**src/rtl/stepper_sequencer.sv**
```systemverilog
// Four-coil stepper sequencer: wave / two-phase / half-step patterns, a
// programmable step-rate divider, counted moves taken through a valid/ready
// command port, abort, absolute position tracking and idle hold/release.
module stepper_sequencer #(
    parameter int DIV_W       = 16,
    parameter int CNT_W       = 16,
    parameter int POS_W       = 24,
    parameter bit COIL_ACTIVE = 1'b1
) (
    input  logic             system1000,
    input  logic             system1000_rst,
    input  logic             cmd_valid,
    output logic             cmd_ready,
    input  logic             cmd_dir,
    input  logic [CNT_W-1:0] cmd_steps,
    input  logic [1:0]       cmd_mode,
    input  logic [DIV_W-1:0] cmd_period,
    input  logic             abort,
    input  logic             hold,
    output logic [3:0]       coils,
    output logic             busy,
    output logic             done,
    output logic             aborted,
    output logic [POS_W-1:0] position
);

    typedef enum logic [1:0] {
        IDLE = 2'd0,
        RUN  = 2'd1,
        DONE = 2'd2
    } state_t;

    state_t           state;
    state_t           state_next;

    logic [2:0]       idx;
    logic [POS_W-1:0] pos;
    logic [CNT_W-1:0] remaining;
    logic [DIV_W-1:0] div;
    logic [DIV_W-1:0] period_q;
    logic [DIV_W-1:0] last_div;
    logic             dir_q;
    logic [1:0]       mode_q;
    logic             aborted_q;

    logic             accept;
    logic             step;
    logic [2:0]       mag;
    logic [3:0]       pattern;
    logic [3:0]       coil_on;

    // Command handshake: a command transfers on a rising edge where
    // cmd_valid && cmd_ready are both high. cmd_ready is high only in IDLE and
    // never during reset; the command fields are captured on that same edge
    // and held for the whole move, so the source may change them afterwards.
    assign cmd_ready = (state == IDLE) && !system1000_rst;
    assign accept    = cmd_valid && cmd_ready;

    // A period of 0 runs at one step per clock, same as a period of 1.
    assign last_div = (period_q == '0) ? '0 : period_q - 1'b1;

    // Abort wins over a step that would land on the same edge.
    assign step = (state == RUN) && !abort && (div == last_div);

    // Half-step walks the table one entry at a time, full modes two.
    assign mag = (mode_q == 2'b10) ? 3'd1 : 3'd2;

    assign busy     = (state == RUN);
    assign done     = (state == DONE);
    assign aborted  = (state == DONE) && aborted_q;
    assign position = pos;

    function automatic logic [3:0] phase_table(input logic [2:0] i);
        case (i)
            3'd0:    phase_table = 4'b1000;
            3'd1:    phase_table = 4'b1100;
            3'd2:    phase_table = 4'b0100;
            3'd3:    phase_table = 4'b0110;
            3'd4:    phase_table = 4'b0010;
            3'd5:    phase_table = 4'b0011;
            3'd6:    phase_table = 4'b0001;
            default: phase_table = 4'b1001;
        endcase
    endfunction

    // Map the shared phase index onto the pattern of the active mode.
    always_comb begin
        pattern = phase_table(idx);
        case (mode_q)
            2'b00:   pattern = phase_table(idx & 3'b110);
            2'b10:   pattern = phase_table(idx);
            default: pattern = phase_table(idx | 3'b001);
        endcase
        coil_on = pattern;
        if (state == IDLE && !hold) begin
            coil_on = 4'b0000;
        end
    end

    // Next-state logic for the move sequencer.
    always_comb begin
        state_next = state;
        case (state)
            IDLE: begin
                if (accept) begin
                    state_next = (cmd_steps == '0) ? DONE : RUN;
                end
            end
            RUN: begin
                if (abort) begin
                    state_next = DONE;
                end else if (step && remaining == CNT_W'(1)) begin
                    state_next = DONE;
                end
            end
            DONE:    state_next = IDLE;
            default: state_next = IDLE;
        endcase
    end

    // State register.
    always_ff @(posedge system1000) begin
        if (system1000_rst) begin
            state <= IDLE;
        end else begin
            state <= state_next;
        end
    end

    // Command capture, rate divider, step counter, phase index and position.
    always_ff @(posedge system1000) begin
        if (system1000_rst) begin
            idx       <= 3'd0;
            pos       <= '0;
            remaining <= '0;
            div       <= '0;
            period_q  <= '0;
            dir_q     <= 1'b0;
            mode_q    <= 2'b00;
            aborted_q <= 1'b0;
        end else if (accept) begin
            dir_q     <= cmd_dir;
            mode_q    <= cmd_mode;
            period_q  <= cmd_period;
            remaining <= cmd_steps;
            div       <= '0;
            aborted_q <= 1'b0;
        end else if (state == RUN) begin
            if (abort) begin
                aborted_q <= 1'b1;
            end else if (step) begin
                div       <= '0;
                remaining <= remaining - 1'b1;
                if (dir_q) begin
                    idx <= idx + mag;
                    pos <= pos + POS_W'(mag);
                end else begin
                    idx <= idx - mag;
                    pos <= pos - POS_W'(mag);
                end
            end else begin
                div <= div + 1'b1;
            end
        end
    end

    // Registered coil drive with output polarity applied.
    always_ff @(posedge system1000) begin
        if (system1000_rst) begin
            coils <= {4{~COIL_ACTIVE}};
        end else begin
            coils <= COIL_ACTIVE ? coil_on : ~coil_on;
        end
    end

endmodule

```
**config.mk**
```make
export PLATFORM = sky130hd
export DESIGN_NAME = stepper_sequencer
export DESIGN_NICKNAME = d
export VERILOG_FILES = /design/src/rtl/stepper_sequencer.sv
export SDC_FILE = /design/constraint.sdc
export NUM_CORES = 1
export LEC_CHECK = 0
export BUFFER_PORTS_ARGS = -buffer_cell sky130_fd_sc_hd__buf_2
export CELL_PAD_IN_SITES_DETAIL_PLACEMENT = 1
export CELL_PAD_IN_SITES_GLOBAL_PLACEMENT = 1
export CORE_MARGIN = 2
export CORE_UTILIZATION = 44
export CTS_CLUSTER_SIZE = 12
export DETAILED_ROUTE_END_ITERATION = 8
export PLACE_DENSITY = 0.83
export SYNTH_ARGS = -nofsm -noshare
export SYNTH_HDL_FRONTEND = slang
export SYNTH_SLANG_ARGS = --single-unit
export TNS_END_PERCENT = 20
```
**constraint.sdc**
```tcl
create_clock -name system1000 -period 4.1 [get_ports system1000]
set_clock_uncertainty 0.15 [all_clocks]
set_input_delay 0.82 -clock system1000 [delete_from_list [all_inputs] [get_ports system1000]]
set_output_delay 0.82 -clock system1000 [all_outputs]
set_load 0.1 [all_outputs]
```
# After elaboration in Yosys (flattened, before gate mapping)
# Index checks and enable logic that the tools add are counted.
# word_totals
regBits	85
inputBits	40
output_inout_bits	32
wordCells	81
# classes
add_sub_neg	7
eq_ne	17
n_mux	18
n_bitwise	2
reduce_logical	27
# ops
cell	count
16-bit two-way mux	6
16-bit logical NOT	2
4-bit case mux with 4 select lines	2
16-bit by 1-bit subtractor with 16-bit output (second input constant)	2
4-bit case mux with 7 select lines	1
24-bit by 2-bit adder with 24-bit output	1
24-bit two-way mux	1
24-bit by 2-bit subtractor with 24-bit output	1
16-bit by 1-bit adder with 16-bit output (second input constant)	1
16-bit by 1-bit equality test with 1-bit output (second input constant)	1
16-bit equality test	1
2-bit two-way mux	5
3-bit equality test (second input constant)	3
3-bit logical NOT	3
2-bit equality test (second input constant)	4
4-bit case mux with 2 select lines	1
1-bit logical AND	7
3-bit by 2-bit equality test with 1-bit output (second input constant)	2
2-bit logical NOT	3
2-bit AND reduction	3
2-bit by 1-bit equality test with 1-bit output (second input constant)	2
2-bit case mux with 2 select lines	1
4-bit AND reduction	1
2-bit nonzero test	2
other kinds (11)	15

# Depth between registers and ports, before layout
# depth
word_depth	8
mapped_depth	15
ltp_nobuf	12

# Worst setup path after synthesis
# No wires, ideal clock.
# synth_path
kind	input to register
startpoint	input port system1000_rst
endpoint	register div[10]
arrival_time_ns	4.174
slack_ns	-0.351
path_stages	5
path_cell_list	nor3_1 -> nand2_1 -> nand3_1 -> clkbuf_1 -> nor2_1
# synth_between
elab_chain_cells	4
# synth_rtl
element	line	text
start: declaration	11	input logic system1000_rst,
1-bit logical NOT	56	assign cmd_ready = (state == IDLE) && !system1000_rst;
1-bit logical AND	56	
1-bit logical AND	57	assign accept = cmd_valid && cmd_ready;
2-bit OR reduction (no line) (*)	n/a	
end signal: assignment	162	div <= div + 1'b1;
end: declaration	39	logic [DIV_W-1:0] div;
# Every way passes the cells marked *; elsewhere a longest branch is shown, timed or not.
# A chain may end at the register's enable or synchronous reset.

# Worst setup path in the final report
# layout_path
startpoint	register period_q[0]
endpoint	register pos[23], in the netlist position[23]
# layout_between
elab_chain_cells	5
word_cells_on_any_way	6
# layout_rtl
element	line	text
start: declaration	40	logic [DIV_W-1:0] period_q;
start signal: assignment	144	period_q <= cmd_period;
16-bit by 1-bit subtractor with 16-bit output / 16-bit logical NOT (equally long branches)	60	assign last_div = (period_q == '0) ? '0 : period_q - 1'b1;
16-bit two-way mux (*)	60	
16-bit equality test (*)	63	assign step = (state == RUN) && !abort && (div == last_div);
1-bit logical AND (*)	63	
4-bit AND reduction (no line) (*)	n/a	
end signal: assignment	156	pos <= pos + POS_W'(mag);
end signal: assignment	159	pos <= pos - POS_W'(mag);
end: declaration	37	logic [POS_W-1:0] pos;
# Marks and branches as above.

==> impl_metrics.json <==
{
  "setup_slack_ns": 0.388,
  "max-vdd-ir-drop_mv": 0.260,
  "timing.critical_path.to_type": "flip-flop",
  "grt_use_met1": 0.296,
  "die_h_um": 117,
  "fillCellCount": 1555,
  "mappedNetlistNets": 783,
  "design_power_total_mw": 2.41,
  "critical_path_required_ns": 4.15,
  "yosysSeqAreaShare": 0.301,
  "detail_route.vias_per_cell": 5.86,
  "initialDrtViolationCount": 274,
  "switching_share": 0.338,
  "dp_slack_ns": 0.318,
  "ys_top_cells_by_count": "sky130_fd_sc_hd__nand2_1 (112), sky130_fd_sc_hd__dfxtp_1 (85), sky130_fd_sc_hd__a21oi_1 (69), sky130_fd_sc_hd__nor2_1 (57)",
  "cts_hold_repair.buffers": 0,
  "synth_top_cell_by_area": "sky130_fd_sc_hd__dfxtp_1",
  "cts_num_sinks": 85,
  "routed-via-count": 5523,
  "cpPeakStageDelay_ns": 0.57,
  "power.share.sequential": 0.378,
  "routedWlPerCell_um": 17.7,
  "power_switching_uw": 813,
  "nets": 844,
  "clock_tree_from_tritoncts": "built",
  "detail-route-antenna-nets": 0,
  "die_width_um": 117,
  "worst_setup_path_start_kind": "flip-flop",
  "router_iterations_before_antenna_repair": 4,
  "synth_ff_type": "sky130_fd_sc_hd__dfxtp_1",
  "worst-slew-pin-transition_ns": 0.930,
  "power.static_leakage_nw": 2.64,
  "critical_path.cell_chain": "inv_1, ha_1, or4b_4, o21ai_2, a21o_1, o21ai_0, a2111oi_4, and4_1, nand2_1, buf_4, o21ai_0, a21oi_1",
  "cts.repair_timing.setup_buffer_count": 0,
  "part_of_the_total_power_dissipated_in_the_clock_network": 0.350,
  "most_repeated_library_cell_on_the_critical_path": "sky130_fd_sc_hd__o21ai_0",
  "buffer_ports.inserted": 71,
  "postCtsResizedCells": 0,
  "share_of_final_layout_standard_cells_stronger_than_drive_strength_1": 0.165,
  "clkTransAtPathRegs_ns": 0.07,
  "worstSkewPairLatency_ns": 0.35,
  "synth.cell_area_um2": 5660,
  "number_of_antenna_violations_at_the_first_check_in_global_routing": 0,
  "remaining_drc_errors": 0,
  "grt_pass1_wl_mm": 27.3,
  "clock-root-buffer": "sky130_fd_sc_hd__clkbuf_16",
  "yosys-top-cells-area": "sky130_fd_sc_hd__dfxtp_1 (30%), sky130_fd_sc_hd__ha_1 (7.7%), sky130_fd_sc_hd__nand2_1 (7.4%)",
  "portion_of_synthesized_cell_area_occupied_by_the_leading_cell_type": 0.301,
  "clockBufferDepth": 2,
  "slew-limit-headroom": 0.374,
  "yosysWarnings": 0,
  "timing.setup.tns_ns": 0,
  "share_comb_of_total_power": 0.271,
  "hpwl_after_dpl_mm": 11.9,
  "core_area_um2": 12600,
  "yosys.cell_types.count": 77,
  "hp-class": "flip-flop to flip-flop",
  "timing.max_cap.violations": 0,
  "ys_ff_latch": 85,
  "htree_num_levels": 3,
  "period_share": 0.905,
  "path_buf_inv": 2,
  "gp_congestion": 0.871,
  "die_area_um2": 13800,
  "power_report.internal_total_mw": 1.59,
  "critical_path.max_fanout": 12,
  "critical_path.slowest_cell": "sky130_fd_sc_hd__or4b_4",
  "setup_viol_count_final": 0,
  "syn_area_per_cell_um2": 8.02,
  "finalHoldViolCount": 0,
  "grt_most_used_layer": "met2",
  "rows": 41,
  "area_growth_pct": 14.7,
  "cts_made_buffers": 9,
  "fmaxAchievable_ghz": 0.269,
  "design.portCount": 72,
  "track_usage": 0.240,
  "drt_wl_total_mm": 16.6,
  "report.final.slew_viol_count": 0,
  "timing_worst_setup_path_type": "flip-flop to flip-flop",
  "ant_cells": 0,
  "arrival_time_at_the_worst_endpoint_ns": 3.76,
  "cpLargestDelayFamily": "simple AND/OR/NAND/NOR gates",
  "grt-ovfl-total": 0,
  "unrepaired_setup_endpoints_after_global_routing": "false",
  "total_power_per_unit_cell_area_nw_per_um2": 371,
  "status": "completed",
  "number_of_global_route_vias_before_repair": 5649,
  "synth_enable_flop_cells": 0,
  "final_period_minus_worst_setup_slack_ns": 3.71,
  "grt_util_met2": 0.417,
  "grtUsageMet3": 0.0365,
  "synth_most_common_cell": "sky130_fd_sc_hd__nand2_1",
  "postSynthCellCount": 706,
  "postSynth.asyncResetShare": 0,
  "grt_max_degree": 65,
  "initial_utilization": 0.450
}
## final timing paths
check	start	end	slack, ns	cells after the start
setup reg to reg	period_q[0]$_SDFFE_PP0P_	position[23]$_SDFFE_PP0P_	0.39	12
hold / removal	position[17]$_SDFFE_PP0P_	position[17]$_SDFFE_PP0P_	0.33	2
hold reg to reg	position[17]$_SDFFE_PP0P_	position[17]$_SDFFE_PP0P_	0.33	2
setup / recovery	period_q[0]$_SDFFE_PP0P_	position[23]$_SDFFE_PP0P_	0.39	12
## worst reg2reg max path: stages (launching register included)
cell	delay, ns
sky130_fd_sc_hd__dfxtp_1	0.36
sky130_fd_sc_hd__inv_1	0.12
sky130_fd_sc_hd__ha_1	0.29
sky130_fd_sc_hd__or4b_4	0.57
sky130_fd_sc_hd__o21ai_2	0.18
sky130_fd_sc_hd__a21o_1	0.12
sky130_fd_sc_hd__o21ai_0	0.14
sky130_fd_sc_hd__a2111oi_4	0.39
sky130_fd_sc_hd__and4_1	0.40
sky130_fd_sc_hd__nand2_1	0.31
sky130_fd_sc_hd__buf_4	0.29
sky130_fd_sc_hd__o21ai_0	0.17
sky130_fd_sc_hd__a21oi_1	0.08
## metrics by stage
stage | utilization | cells | instance area, um^2 | hold slack, ns
floorplan | - | 706 | 5660 | 0.316
global placement | 0.492 | 928 | 6180 | 0.309
detailed placement | 0.492 | 928 | 6180 | 0.319
CTS | 0.515 | 943 | 6480 | 0.329
global route | 0.516 | 943 | 6490 | 0.352
finish | 0.516 | 943 | 6490 | 0.326
## sequential cells by signal, indices dropped and copies added (netlist names)
| signal | cells |
|---|---|
| state | 2 |
| period_q | 16 |
| idx | 3 |
| coils | 4 |
| dir_q | 1 |
| position | 24 |
| div | 16 |
| aborted_q | 1 |
| mode_q | 2 |
| remaining | 16 |
## logic make-up after synthesis
family | share of synthesized area
and+or+nand+nor | 0.260
AOI/OAI and AO/OA | 0.210
DFF | 0.301
xor gates and xnor gates | 0.0968
buffers and inverters | 0.0400
adders and majority gates | 0.0845
muxes | 0.00752
## power groups by stage
stage	clock network (mW)	logic, mW	registers, mW
2_1_floorplan	0	0.483	0.921
4_1_cts	0.855	0.647	0.910
5_1_grt	0.885	0.707	0.917
3_5_place_dp	0	0.636	0.927
3_3_place_gp	0	0.618	0.924
6_report	0.844	0.653	0.911
## cells in the final DEF (no fill, tap or decap), types with 20 or more instances in the layout
master / Yosys / layout
sky130_fd_sc_hd__o21ai_0: 20 / 20
sky130_fd_sc_hd__a21oi_1: 69 / 69
sky130_fd_sc_hd__nand2_1: 112 / 112
sky130_fd_sc_hd__xor2_1: 25 / 25
sky130_fd_sc_hd__nor3_1: 23 / 22
sky130_fd_sc_hd__xnor2_1: 35 / 35
sky130_fd_sc_hd__ha_1: 35 / 35
sky130_fd_sc_hd__nor2_1: 57 / 57
sky130_fd_sc_hd__dfxtp_1: 85 / 85
sky130_fd_sc_hd__buf_2: 7 / 71
## cell type report
| class | count | area [um^2] | area share |
|---|---|---|---|
| tap | 172 | 215 | 0.0332 |
| timing repair buffer | 83 | 458 | 0.0705 |
| sequential | 85 | 1700 | 0.262 |
| inverter | 18 | 67.6 | 0.0104 |
| clock buffer | 10 | 239 | 0.0368 |
| clock inverter | 5 | 60.1 | 0.00925 |
| multi-input combinational | 570 | 3750 | 0.578 |
## layer usage
metal,up-vias,share of wire
met2,124,0.49
met1,2693,0.45
li1,2671,-
met4,0,0.026
met5,-,0
met3,35,0.036
No activity file was read; power rests on OpenSTA's default activity.
